File: src/rtl/grid_sprite_mover.sv
// Tile-aware maze sprite mover: buffered pre-turns, instant reversal, wall stop
// and optional horizontal tunnel wrap, one update per frame_clk edge.
//
// state      | meaning
// -----------+------------------------------------------------
// ST_IDLE    | spawned, no accepted move yet
// ST_MOVING  | advancing STEP pixels per frame along dir
// ST_STOPPED | aligned against a wall, waiting for a usable turn
module grid_sprite_mover #(
  parameter int COORD_W   = 10,
  parameter int TILE_LOG2 = 3,
  parameter int STEP      = 1,
  parameter int START_X   = 136,
  parameter int START_Y   = 248,
  parameter int X_MIN     = 0,
  parameter int X_MAX     = 632,
  parameter int WRAP_EN   = 1
) (
  input  logic               frame_clk,
  input  logic               Reset,
  input  logic               respawn,
  input  logic               freeze,
  input  logic [7:0]         keycode,
  input  logic [3:0]         open_dir,
  output logic [COORD_W-1:0] pos_x,
  output logic [COORD_W-1:0] pos_y,
  output logic [1:0]         dir,
  output logic               moving,
  output logic               has_moved,
  output logic               turn_pending
);

  localparam logic [1:0] ST_IDLE    = 2'd0;
  localparam logic [1:0] ST_MOVING  = 2'd1;
  localparam logic [1:0] ST_STOPPED = 2'd2;

  localparam logic [1:0] DIR_R = 2'd0;
  localparam logic [1:0] DIR_D = 2'd1;
  localparam logic [1:0] DIR_L = 2'd2;
  localparam logic [1:0] DIR_U = 2'd3;

  localparam logic [COORD_W-1:0] START_X_C = COORD_W'(START_X);
  localparam logic [COORD_W-1:0] START_Y_C = COORD_W'(START_Y);
  localparam logic [COORD_W-1:0] X_MIN_C   = COORD_W'(X_MIN);
  localparam logic [COORD_W-1:0] X_MAX_C   = COORD_W'(X_MAX);
  localparam logic [COORD_W-1:0] STEP_C    = COORD_W'(STEP);
  localparam bit                 WRAP_C    = (WRAP_EN != 0);

  logic [1:0]         state;
  logic [1:0]         pend_dir;

  logic               req_valid;
  logic [1:0]         req_dir;
  logic               aligned;

  logic [1:0]         dir_req;
  logic               pv_req;
  logic [1:0]         pd_req;

  logic [1:0]         dir_nxt;
  logic               pv_nxt;
  logic [1:0]         pd_nxt;
  logic [1:0]         state_turn;
  logic [1:0]         state_nxt;
  logic               hm_nxt;
  logic               at_edge;
  logic               blocked;
  logic               mv_nxt;
  logic [COORD_W-1:0] x_nxt;
  logic [COORD_W-1:0] y_nxt;

  assign aligned = (pos_x[TILE_LOG2-1:0] == '0) && (pos_y[TILE_LOG2-1:0] == '0);

  always_comb begin
    req_valid = 1'b1;
    req_dir   = DIR_R;
    case (keycode)
      8'h07:   req_dir = DIR_R;
      8'h16:   req_dir = DIR_D;
      8'h04:   req_dir = DIR_L;
      8'h1A:   req_dir = DIR_U;
      default: req_valid = 1'b0;
    endcase
  end

  // Request stage: reversal is immediate, anything else is buffered as a pre-turn.
  always_comb begin
    dir_req = dir;
    pv_req  = turn_pending;
    pd_req  = pend_dir;
    if (req_valid) begin
      if (state == ST_MOVING && req_dir == (dir ^ 2'd2)) begin
        dir_req = req_dir;
        pv_req  = 1'b0;
      end else if (!(state == ST_MOVING && req_dir == dir)) begin
        pv_req = 1'b1;
        pd_req = req_dir;
      end
    end
  end

  // Turn stage, then motion using the heading chosen on this same edge.
  always_comb begin
    dir_nxt    = dir_req;
    pv_nxt     = pv_req;
    pd_nxt     = pd_req;
    state_turn = state;
    hm_nxt     = has_moved;
    if (pv_req && (aligned || state != ST_MOVING) && open_dir[pd_req]) begin
      dir_nxt    = pd_req;
      pv_nxt     = 1'b0;
      state_turn = ST_MOVING;
      hm_nxt     = 1'b1;
    end

    at_edge = ((dir_nxt == DIR_L) && (pos_x == X_MIN_C)) ||
              ((dir_nxt == DIR_R) && (pos_x == X_MAX_C));
    blocked = aligned && (!open_dir[dir_nxt] || (!WRAP_C && at_edge));

    state_nxt = state_turn;
    mv_nxt    = 1'b0;
    x_nxt     = pos_x;
    y_nxt     = pos_y;
    if (state_turn == ST_MOVING) begin
      if (blocked) begin
        state_nxt = ST_STOPPED;
      end else begin
        mv_nxt = 1'b1;
        case (dir_nxt)
          DIR_R:   x_nxt = at_edge ? X_MIN_C : pos_x + STEP_C;
          DIR_D:   y_nxt = pos_y + STEP_C;
          DIR_L:   x_nxt = at_edge ? X_MAX_C : pos_x - STEP_C;
          default: y_nxt = pos_y - STEP_C;
        endcase
      end
    end
  end

  always_ff @(posedge frame_clk) begin
    if (Reset || respawn) begin
      pos_x        <= START_X_C;
      pos_y        <= START_Y_C;
      dir          <= DIR_R;
      state        <= ST_IDLE;
      pend_dir     <= DIR_R;
      turn_pending <= 1'b0;
      moving       <= 1'b0;
      has_moved    <= 1'b0;
    end else if (freeze) begin
      moving <= 1'b0;
    end else begin
      pos_x        <= x_nxt;
      pos_y        <= y_nxt;
      dir          <= dir_nxt;
      state        <= state_nxt;
      pend_dir     <= pd_nxt;
      turn_pending <= pv_nxt;
      moving       <= mv_nxt;
      has_moved    <= hm_nxt;
    end
  end

endmodule

File: config.mk
export PLATFORM = sky130hd
export DESIGN_NAME = grid_sprite_mover
export DESIGN_NICKNAME = d
export VERILOG_FILES = /design/src/rtl/grid_sprite_mover.sv
export SDC_FILE = /design/constraint.sdc
export NUM_CORES = 1
export LEC_CHECK = 0
export CAP_MARGIN = 20
export CORE_MARGIN = 2
export CORE_UTILIZATION = 60
export CTS_BUF_LIST = sky130_fd_sc_hd__clkbuf_8
export DETAILED_ROUTE_END_ITERATION = 6
export DONT_BUFFER_PORTS = 1
export GPL_TIMING_DRIVEN = 0
export PLACE_DENSITY_LB_ADDON = 0.12
export RECOVER_POWER = 100
export SYNTH_ARGS = -nofsm -noshare
export SYNTH_HDL_FRONTEND = slang
export SYNTH_SLANG_ARGS = --single-unit
File: constraint.sdc
create_clock -name frame_clk -period 5.5 [get_ports frame_clk]
set_input_delay 1.1 -clock frame_clk [delete_from_list [all_inputs] [get_ports frame_clk]]
set_output_delay 1.1 -clock frame_clk [all_outputs]
set_load 0.005 [all_outputs]
==> After elaboration in Yosys (flattened, before gate mapping) <==
Cells that the tools add are included.
{ "word_totals": {"output_inout_bits": 25, "elab_cells": 78, "reg_bits": 29} }
{ "classes": {"n_eq_ne": 12, "n_lt_le_gt_ge": 2, "bitwise_logic": 5, "reduce_logical": 23, "addsub": 4, "muxes": 24} }
{ "op_table": {"columns": ["operator", "count"], "rows": [
  ["10-bit case mux with 2 select lines", 2],
  ["10-bit by 1-bit adder with 10-bit output (second input constant)", 2],
  ["10-bit two-way mux", 2],
  ["10-bit by 1-bit subtractor with 10-bit output (second input constant)", 2],
  ["2-bit two-way mux", 9],
  ["8-bit by 3-bit equality test with 1-bit output (second input constant)", 2],
  ["8-bit by 5-bit equality test with 1-bit output (second input constant)", 2],
  ["10-bit equality test (second input constant)", 1],
  ["10-bit logical NOT", 1],
  ["1-bit logical AND", 8],
  ["1-bit two-way mux", 8],
  ["4-bit AND reduction", 2],
  ["2-bit by 1-bit equality test with 1-bit output (second input constant)", 3],
  ["3-bit logical NOT", 2],
  ["2-bit by 3-bit less-than comparator with 1-bit output (second input constant)", 2],
  ["2-bit case mux with 3 select lines", 1],
  ["1-bit inverter", 5],
  ["1-bit binary-select mux with 2-bit select", 2],
  ["2-bit equality test", 2],
  ["4-bit OR reduction", 1],
  ["1-bit logical OR", 3],
  ["3-bit OR reduction", 1],
  ["2-bit equality test (second input constant)", 1],
  ["2-bit logical NOT", 1],
  ["other kinds (5)", 5]
]} }

==> Depth between registers and ports, before layout <==
Gate-level depths: netlist (run 1).
{ "logic_depth": {"ltp_word": 17, "ltp_mapped": 21, "depth_no_buf": 20} }

==> Worst setup path before layout (run 1) <==
Ideal clock, no wire load.
{ "synth_timing": {"kind": "input -> register", "startpoint": "input keycode[1]", "endpoint": "register pos_y[9]", "path_buffers": 1, "arrival_ns": 5.261, "stages": 20, "path_slack_ns": 0.123, "required_ns": 5.384, "path_cell_list": "clkbuf_1 > or4b_1 > a21boi_1 > a32o_2 > and3b_2 > nor4_4 > mux2i_1 > nor2_1 > inv_1 > ha_1 > a21o_1 > a21oi_1 > o21ai_0 > a21oi_1 > o21bai_1 > a21oi_1 > o21ai_0 > xnor2_1 > a21oi_1 > a31o_2"} }
{ "synth_between": {"elab_chain_cells": 17} }
{ "synth_lines": {"columns": ["item", "line", "rtl"], "rows": [
  ["start, declared", "23", "input logic [7:0] keycode,"],
  ["8-bit by 5-bit equality test with 1-bit output or 8-bit by 3-bit equality test with 1-bit output (tied branches)", "77", "case (keycode)"],
  ["2-bit case mux with 3 select lines", "77", null],
  ["2-bit equality test", "95", "end else if (!(state == ST_MOVING && req_dir == dir)) begin"],
  ["1-bit logical AND", "95", null],
  ["2-bit two-way mux", "95", null],
  ["2-bit two-way mux", "92", "if (state == ST_MOVING && req_dir == (dir ^ 2'd2)) begin"],
  ["2-bit two-way mux", "91", "if (req_valid) begin"],
  ["1-bit binary-select mux with 2-bit select", "109", "if (pv_req && (aligned || state != ST_MOVING) && open_dir[pd_req]) begin"],
  ["1-bit two-way mux (not written as such)", "109", null],
  ["1-bit logical AND", "109", null],
  ["2-bit two-way mux", "109", null],
  ["1-bit binary-select mux with 2-bit select", "118", "blocked = aligned && (!open_dir[dir_nxt] || (!WRAP_C && at_edge));"],
  ["1-bit two-way mux (not written as such)", "118", null],
  ["1-bit logical NOT", "118", null],
  ["1-bit logical AND", "118", null],
  ["1-bit inverter (no source line)", null, null],
  ["4-bit AND reduction (no source line)", null, null],
  ["end signal, assigned", "153", "pos_y <= y_nxt;"],
  ["end, declared", "26", "output logic [COORD_W-1:0] pos_y,"]
]} }
Several ways; a longest one is shown, not always the timed one. The select of a mux whose other input is x is not followed.
A chain may end at the register's enable or synchronous reset.

==> Worst setup path after layout (run 1) <==
{ "layout_timing": {"startpoint": "input keycode[5]", "endpoint": "register pos_y[9]"} }
Same word-level chain as after synthesis.

==> impl_metrics.py, run 1 <==
metrics = {
    "logic_synthesis": {
        "ys.flop_type": "dfxtp_1",
        "yosysTopAreaCell": "dfxtp_1",
        "async_flop_share": 0,
        "synth_nets": 360,
        "mappedNetlistArea_um2": 2541,
        "synth_top_area_frac": 0.2285,
        "synth_xor_area_frac": 0.05170,
        "yosys_warnings": 0,
        "netlist_instances": 332,
        "synthSimpleGateAreaFrac": 0.2910,
        "synth_edf_count": 0,
        "ys_types": 68,
        "synth-seq-area-share": 0.2285,
        "synthMuxAreaShare": 0.06598,
        "synthAdderAreaFrac": 0.06204,
        "synth_compound_area_frac": 0.2516,
        "synth.area.top_cells": "dfxtp_1, a21oi_1, ha_1",
        "synth_top_family_by_area": "simple AND/OR/NAND/NOR gates",
        "ys_seq_elements": 29,
        "synth.avg_cell_area_um2": 7.654,
    },
    "sta": {
        "fin_skew_ns": 0.01097,
        "fin_crit_ns": 5.315,
        "drv_slew": 0,
        "finalHoldViolations": 0,
        "worst_slew_pin_slew_ns": 0.6682,
        "maxSlewHeadroom": 0.5504,
        "setup_viol": 0,
        "fin_crit_sh": 0.9664,
        "max_freq_mhz": 188.1,
    },
    "clocking": {
        "clkTransAtPathRegs_ns": 0.08,
        "clock_tree.buffer_depth": 2,
        "clock_latency_ns": 0.29,
        "htree_num_levels": 2,
        "cts_sinks": 29,
        "cts_hold_buf": 0,
        "cts_buffers": 5,
        "root_buffer": "clkbuf_8",
        "cts_tree": "done",
    },
    "setup_path": {
        "path_cells": "or3_1 -> or4_4 -> a32o_2 -> a21o_1 -> o32a_1 -> and2_1 -> buf_6 -> nor2_2 -> inv_2 -> ha_1 -> a21o_1 -> a21oi_1 -> o21ai_0 -> a21oi_2 -> o21bai_1 -> a21oi_1 -> o21ai_0 -> xnor2_1 -> a21oi_1 -> a31o_2",
        "critPathMaxFanout": 8,
        "cp-start-kind": "input port",
        "critPathSlowestCell": "or4_4",
        "critPathBufInv": 2,
        "critical_path.top_delay_family": "compound AO/OA/AOI/OAI gates",
        "crit_start": "keycode[5]",
        "max_stage_delay_ns": 0.58,
        "crit_required_ns": 5.68,
        "crit_arrival_ns": 5.50,
        "critPathKind": "input port to register",
        "cp-end-kind": "register",
        "crit_top_cell": "a21oi_1",
        "timing.rr.start": "pos_x[1]$_SDFFE_PP0P_",
    },
    "power": {
        "p_leak_nw": 0.8903,
        "power_density_nw_per_um2": 174.6,
        "finalPower_w": 0.0004802,
        "vdd_drop_max_mv": 0.1487,
    },
    "global_route": {
        "grt-ovfl-total": 0,
        "grt.total_usage": 0.2750,
        "grt_pass1_vias": 2446,
        "grt_max_degree": 11,
        "grt_antenna_before_repair": 0,
        "grt_pass1_wl_um": 10820,
    },
    "finish": {
        "syn_to_final_growth_pct": 8.223,
        "final_cells": 394,
        "design_area_um2": 2750,
        "nets": 371,
        "antenna_cells": 0,
        "drive_above_1_share": 0.08140,
        "fill_cells": 367,
        "final_cell_mix": "a21oi_1, dfxtp_1, nor2_1",
    },
    "run": {
        "max_cap_violations": 0,
    },
    "route": {
        "ant_nets": 0,
        "firstDrtPassIters": 5,
        "drtIter0Drc": 264,
        "drc": 0,
        "routedWlPerCell_um": 16.80,
        "via_count": 2641,
        "postRouteWirelength_um": 6621,
        "viasPerCell": 6.703,
    },
    "placement": {
        "dpl.cell_count": 382,
        "hpwl_um": 4796,
        "io_buffers": 0,
        "place_congestion": 0.9458,
        "place_area_um2": 2604,
    },
    "outcome": {
        "outcome": "finished clean",
    },
    "floorplanning": {
        "num_rows": 23,
        "ios": 41,
        "dieArea_um2": 4772,
        "die_x_um": 69.08,
        "fp.dieH_um": 69.08,
        "start_util": 0.6307,
        "core_um2": 4029,
    },
    "worst_hold_path": {
        "worstHoldPathType": "register to register",
        "min-delay-start": "pend_dir[1]$_SDFFE_PP0N_",
    },
}
[final cells by class]
type	instances	area, um^2	area share
Multi-Input combinational cell	274	1848	0.6720
Sequential cell	29	580.6	0.2111
Clock buffer	6	82.58	0.03003
Buffer	16	67.56	0.02457
Tap cell	50	62.56	0.02275
Inverter	13	48.80	0.01774
Clock inverter	2	37.54	0.01365
Timing Repair Buffer	4	22.52	0.008189
[where the power goes]
group          internal (W)  switching, W
registers          0.000210   0.000000211
clock network      0.000147     0.0000925
logic             0.0000108     0.0000192
total              0.000368      0.000112
[final timing paths]
kind	endpoint	slack (ns)	depth (start not counted)
setup / recovery	pos_y[9]$_SDFFE_PP0P_	0.18	20
hold / removal	pend_dir[1]$_SDFFE_PP0N_	0.48	2
setup reg to reg	pos_y[9]$_SDFFE_PP0P_	0.63	21
hold reg to reg	pend_dir[1]$_SDFFE_PP0N_	0.48	2
[tightest hold or removal path: cells and delay by family, from the launching register on]
family	cells	cell delay (ns)
AO/OA/AOI/OAI	1	0.06
buffers and inverters	1	0.07
flip-flops	1	0.30
[synth_stat cells, drive strengths merged (6+ instances only)]
cell	n
nor4	11
and3	6
o21ai	22
dfxtp	29
a21oi	30
ha	11
nand3	19
nor2	28
nor3	11
inv	13
nand2	23
clkbuf	13
xnor2	10
mux2i	13
[metal layers]
layer  wire length (um)  vias up  global-route usage  part of all wire
met1               2984     1229              0.3569              0.45
met4                129        0              0.1089             0.019
li1                   -     1273                   -                 -
met3                493       15             0.05556             0.074
met2               3014      124              0.4466              0.46
met5                  0        -                   0                 0
[stage by stage]
step	util	setup TNS, ns	hold WS, ns	setup slack [ns]
global placement	0.6463	-0.8997	0.4525	-0.5616
detailed placement	0.6463	-0.9835	0.4613	-0.5883
finish	0.6826	0	0.4791	0.1849
floorplan	-	0	0.4363	0.1227
CTS	0.6832	0	0.4736	0.01469
global route	0.6826	-0.01995	0.5015	-0.01995
[logic make-up after synthesis]
logic type                 Yosys count
AOI/OAI and AO/OA                   97
xor gates and xnor gates            15
adders and majority gates           12
buffers and inverters               29
DFF                                 29
muxes                               16
and+or+nand+nor                    134
[sequential cells by signal (all words and copies together), names as in the netlist]
register / cells
pend_dir: 2
state: 2
has_moved: 1
turn_pending: 1
pos_y: 10
moving: 1
dir: 2
pos_x: 10
[timing repair]
item	in CTS	in global routing
setup buffers	2	2
pin swaps	1	3
hold endpoints to repair	0	0
resized for setup	3	5
endpoints found under the setup margin	1	1
cloned	0	0
(Power assumes the default switching activity.)
==> run 2, diff against run 1 <==
--- a/config.mk
+++ b/config.mk
@@ -11,6 +11,7 @@
 export CTS_BUF_LIST = sky130_fd_sc_hd__clkbuf_8
 export DETAILED_ROUTE_END_ITERATION = 6
 export DONT_BUFFER_PORTS = 1
+export GPL_ROUTABILITY_DRIVEN = 0
 export GPL_TIMING_DRIVEN = 0
 export PLACE_DENSITY_LB_ADDON = 0.12
 export RECOVER_POWER = 100
==> impl_metrics.py, run 2 (synthesis results as in run 1) <==
metrics = {
    "outcome": {
        "outcome": "finished clean",
    },
    "finish": {
        "multi_input_area_um2": 1847,
        "drive_above_1_share": 0.08480,
        "final_util": 0.6798,
        "antenna_cells": 0,
        "final_cell_mix": "a21oi_1, dfxtp_1, nor2_1",
        "fill_cells": 392,
        "syn_to_final_growth_pct": 7.780,
        "nets": 369,
        "regArea_um2": 580.6,
        "reg.largest.list": "pos_x: 10 flops, pos_y: 10 flops",
    },
    "sta": {
        "fin_crit_sh": 0.9637,
        "fin_crit_ns": 5.301,
        "holdWs_ns": 0.5038,
        "setup_viol": 0,
        "drv_slew": 0,
        "maxSlewHeadroom": 0.4937,
        "finalHoldViolations": 0,
        "fin_skew_ns": 0.009172,
        "worst_slew_pin_slew_ns": 0.7524,
        "worst_slack_ns": 0.1994,
        "max_freq_mhz": 188.7,
    },
    "floorplanning": {
        "num_rows": 23,
        "ios": 41,
        "core_um2": 4029,
        "start_util": 0.6307,
        "die_x_um": 69.08,
        "fp.dieH_um": 69.08,
        "dieArea_um2": 4772,
    },
    "placement": {
        "io_buffers": 0,
        "hpwl_um": 4838,
        "dp_slack_ns": -0.6157,
    },
    "route": {
        "drc": 0,
        "firstDrtPassIters": 5,
        "viasPerCell": 6.684,
        "via_count": 2620,
        "ant_nets": 0,
        "routedWlPerCell_um": 17.04,
        "postRouteWirelength_um": 6681,
        "drtIter0Drc": 253,
    },
    "clocking": {
        "root_buffer": "clkbuf_8",
        "clock_tree.buffer_depth": 2,
        "clock_latency_ns": 0.30,
        "htree_num_levels": 2,
        "cts_tree": "done",
        "cts_hold_buf": 0,
        "cts_sinks": 29,
        "cts_buffers": 5,
        "clkTransAtPathRegs_ns": 0.07,
    },
    "power": {
        "p_sw_frac": 0.2378,
        "power_density_nw_per_um2": 176.4,
        "power.share.sequential": 0.436,
        "p_leak_nw": 0.8883,
        "intPower_w": 0.0003683,
        "switching_power_w": 0.0001149,
        "clockPowerShare": 0.502,
        "vdd_drop_max_mv": 0.1261,
        "p_comb_frac": 0.063,
        "finalPower_w": 0.0004832,
    },
    "global_route": {
        "grt-ovfl-total": 0,
        "grt.total_usage": 0.2737,
        "grt_max_degree": 11,
        "grt_pass1_vias": 2378,
        "grt_pass1_wl_um": 10760,
        "grt_antenna_before_repair": 0,
    },
    "worst_hold_path": {
        "hold_path_depth": 2,
        "worstHoldPathType": "register to register",
    },
    "setup_path": {
        "reg2reg_depth": 21,
        "critPathKind": "input port to register",
        "crit_arrival_ns": 5.49,
        "crit_required_ns": 5.69,
        "critPathMaxFanout": 8,
        "cp-end-kind": "register",
        "cp-start-kind": "input port",
    },
    "run": {
        "max_cap_violations": 0,
    },
}
[run 2: cell count changes in the layout (fill, tap and decap cells not counted), sizes merged]
cell | before | now
clkbuf | 23 | 22
buf | 3 | 2
[run 2: final timing paths]
| kind | from | end | slack (ns) |
|---|---|---|---|
| worst min register to register | has_moved$_SDFFE_PP0P_ | has_moved$_SDFFE_PP0P_ | 0.50 |
| worst max-delay path | keycode[5] | pos_y[9]$_SDFFE_PP0P_ | 0.20 |
| worst max register to register | pos_x[1]$_SDFFE_PP0P_ | pos_y[9]$_SDFFE_PP0P_ | 0.59 |
| worst min-delay path | has_moved$_SDFFE_PP0P_ | has_moved$_SDFFE_PP0P_ | 0.50 |
[run 2: area by class of cell]
class,count,area share
plain buffers,16,0.02513
repair buffers,2,0.004111
clock inverters,2,0.01370
clock buffers,6,0.03015
inverters,13,0.01782
well taps,50,0.02284
flip-flops and latches,29,0.2120
multi-input cells,274,0.6743
[run 2: timing repair]
action | CTS | global route
endpoints found under the setup margin | 2 | 1
pin swaps | 1 | 1
gates resized for setup | 5 | 5
buffers inserted | 2 | 0
[run 2: power by group through the flow]
stage / combinational, W / sequential, W / clock, W
2_1_floorplan: 0.0000231 / 0.000215 / 0
4_1_cts: 0.0000300 / 0.000210 / 0.000244
6_report: 0.0000304 / 0.000210 / 0.000242
5_1_grt: 0.0000331 / 0.000210 / 0.000249
3_3_place_gp: 0.0000284 / 0.000215 / 0
3_5_place_dp: 0.0000289 / 0.000215 / 0
[run 2: worst max-delay path: stages]
cell and delay [ns]:
or3_1 0.42, or4_4 0.57, a32o_2 0.30, a21o_1 0.21
o32a_1 0.31, and2_1 0.15, buf_6 0.14, nor2_2 0.18
inv_2 0.13, ha_1 0.29, a21o_1 0.17, a21oi_1 0.21
o21ai_0 0.14, a21oi_2 0.19, o21bai_1 0.08, a21oi_1 0.20
o21ai_0 0.15, xnor2_1 0.20, a21oi_1 0.10, a31o_2 0.23
[run 2: metal layers]
| layer | up-vias | track usage | share of wire |
|---|---|---|---|
| met2 | 137 | 0.4380 | 0.45 |
| met3 | 21 | 0.06433 | 0.086 |
| met5 | - | 0 | 0 |
| li1 | 1267 | - | - |
| met4 | 0 | 0.1046 | 0.023 |
| met1 | 1195 | 0.3565 | 0.44 |
[run 2: stage by stage]
| step | instance area, um^2 | cells | setup TNS (ns) |
|---|---|---|---|
| after floorplan | 2541 | 332 | 0 |
| after global placement | 2604 | 382 | -0.9179 |
| after detailed placement | 2604 | 382 | -1.022 |
| after CTS | 2759 | 392 | 0 |
| after global routing | 2739 | 392 | -0.0009495 |
| final | 2739 | 392 | 0 |
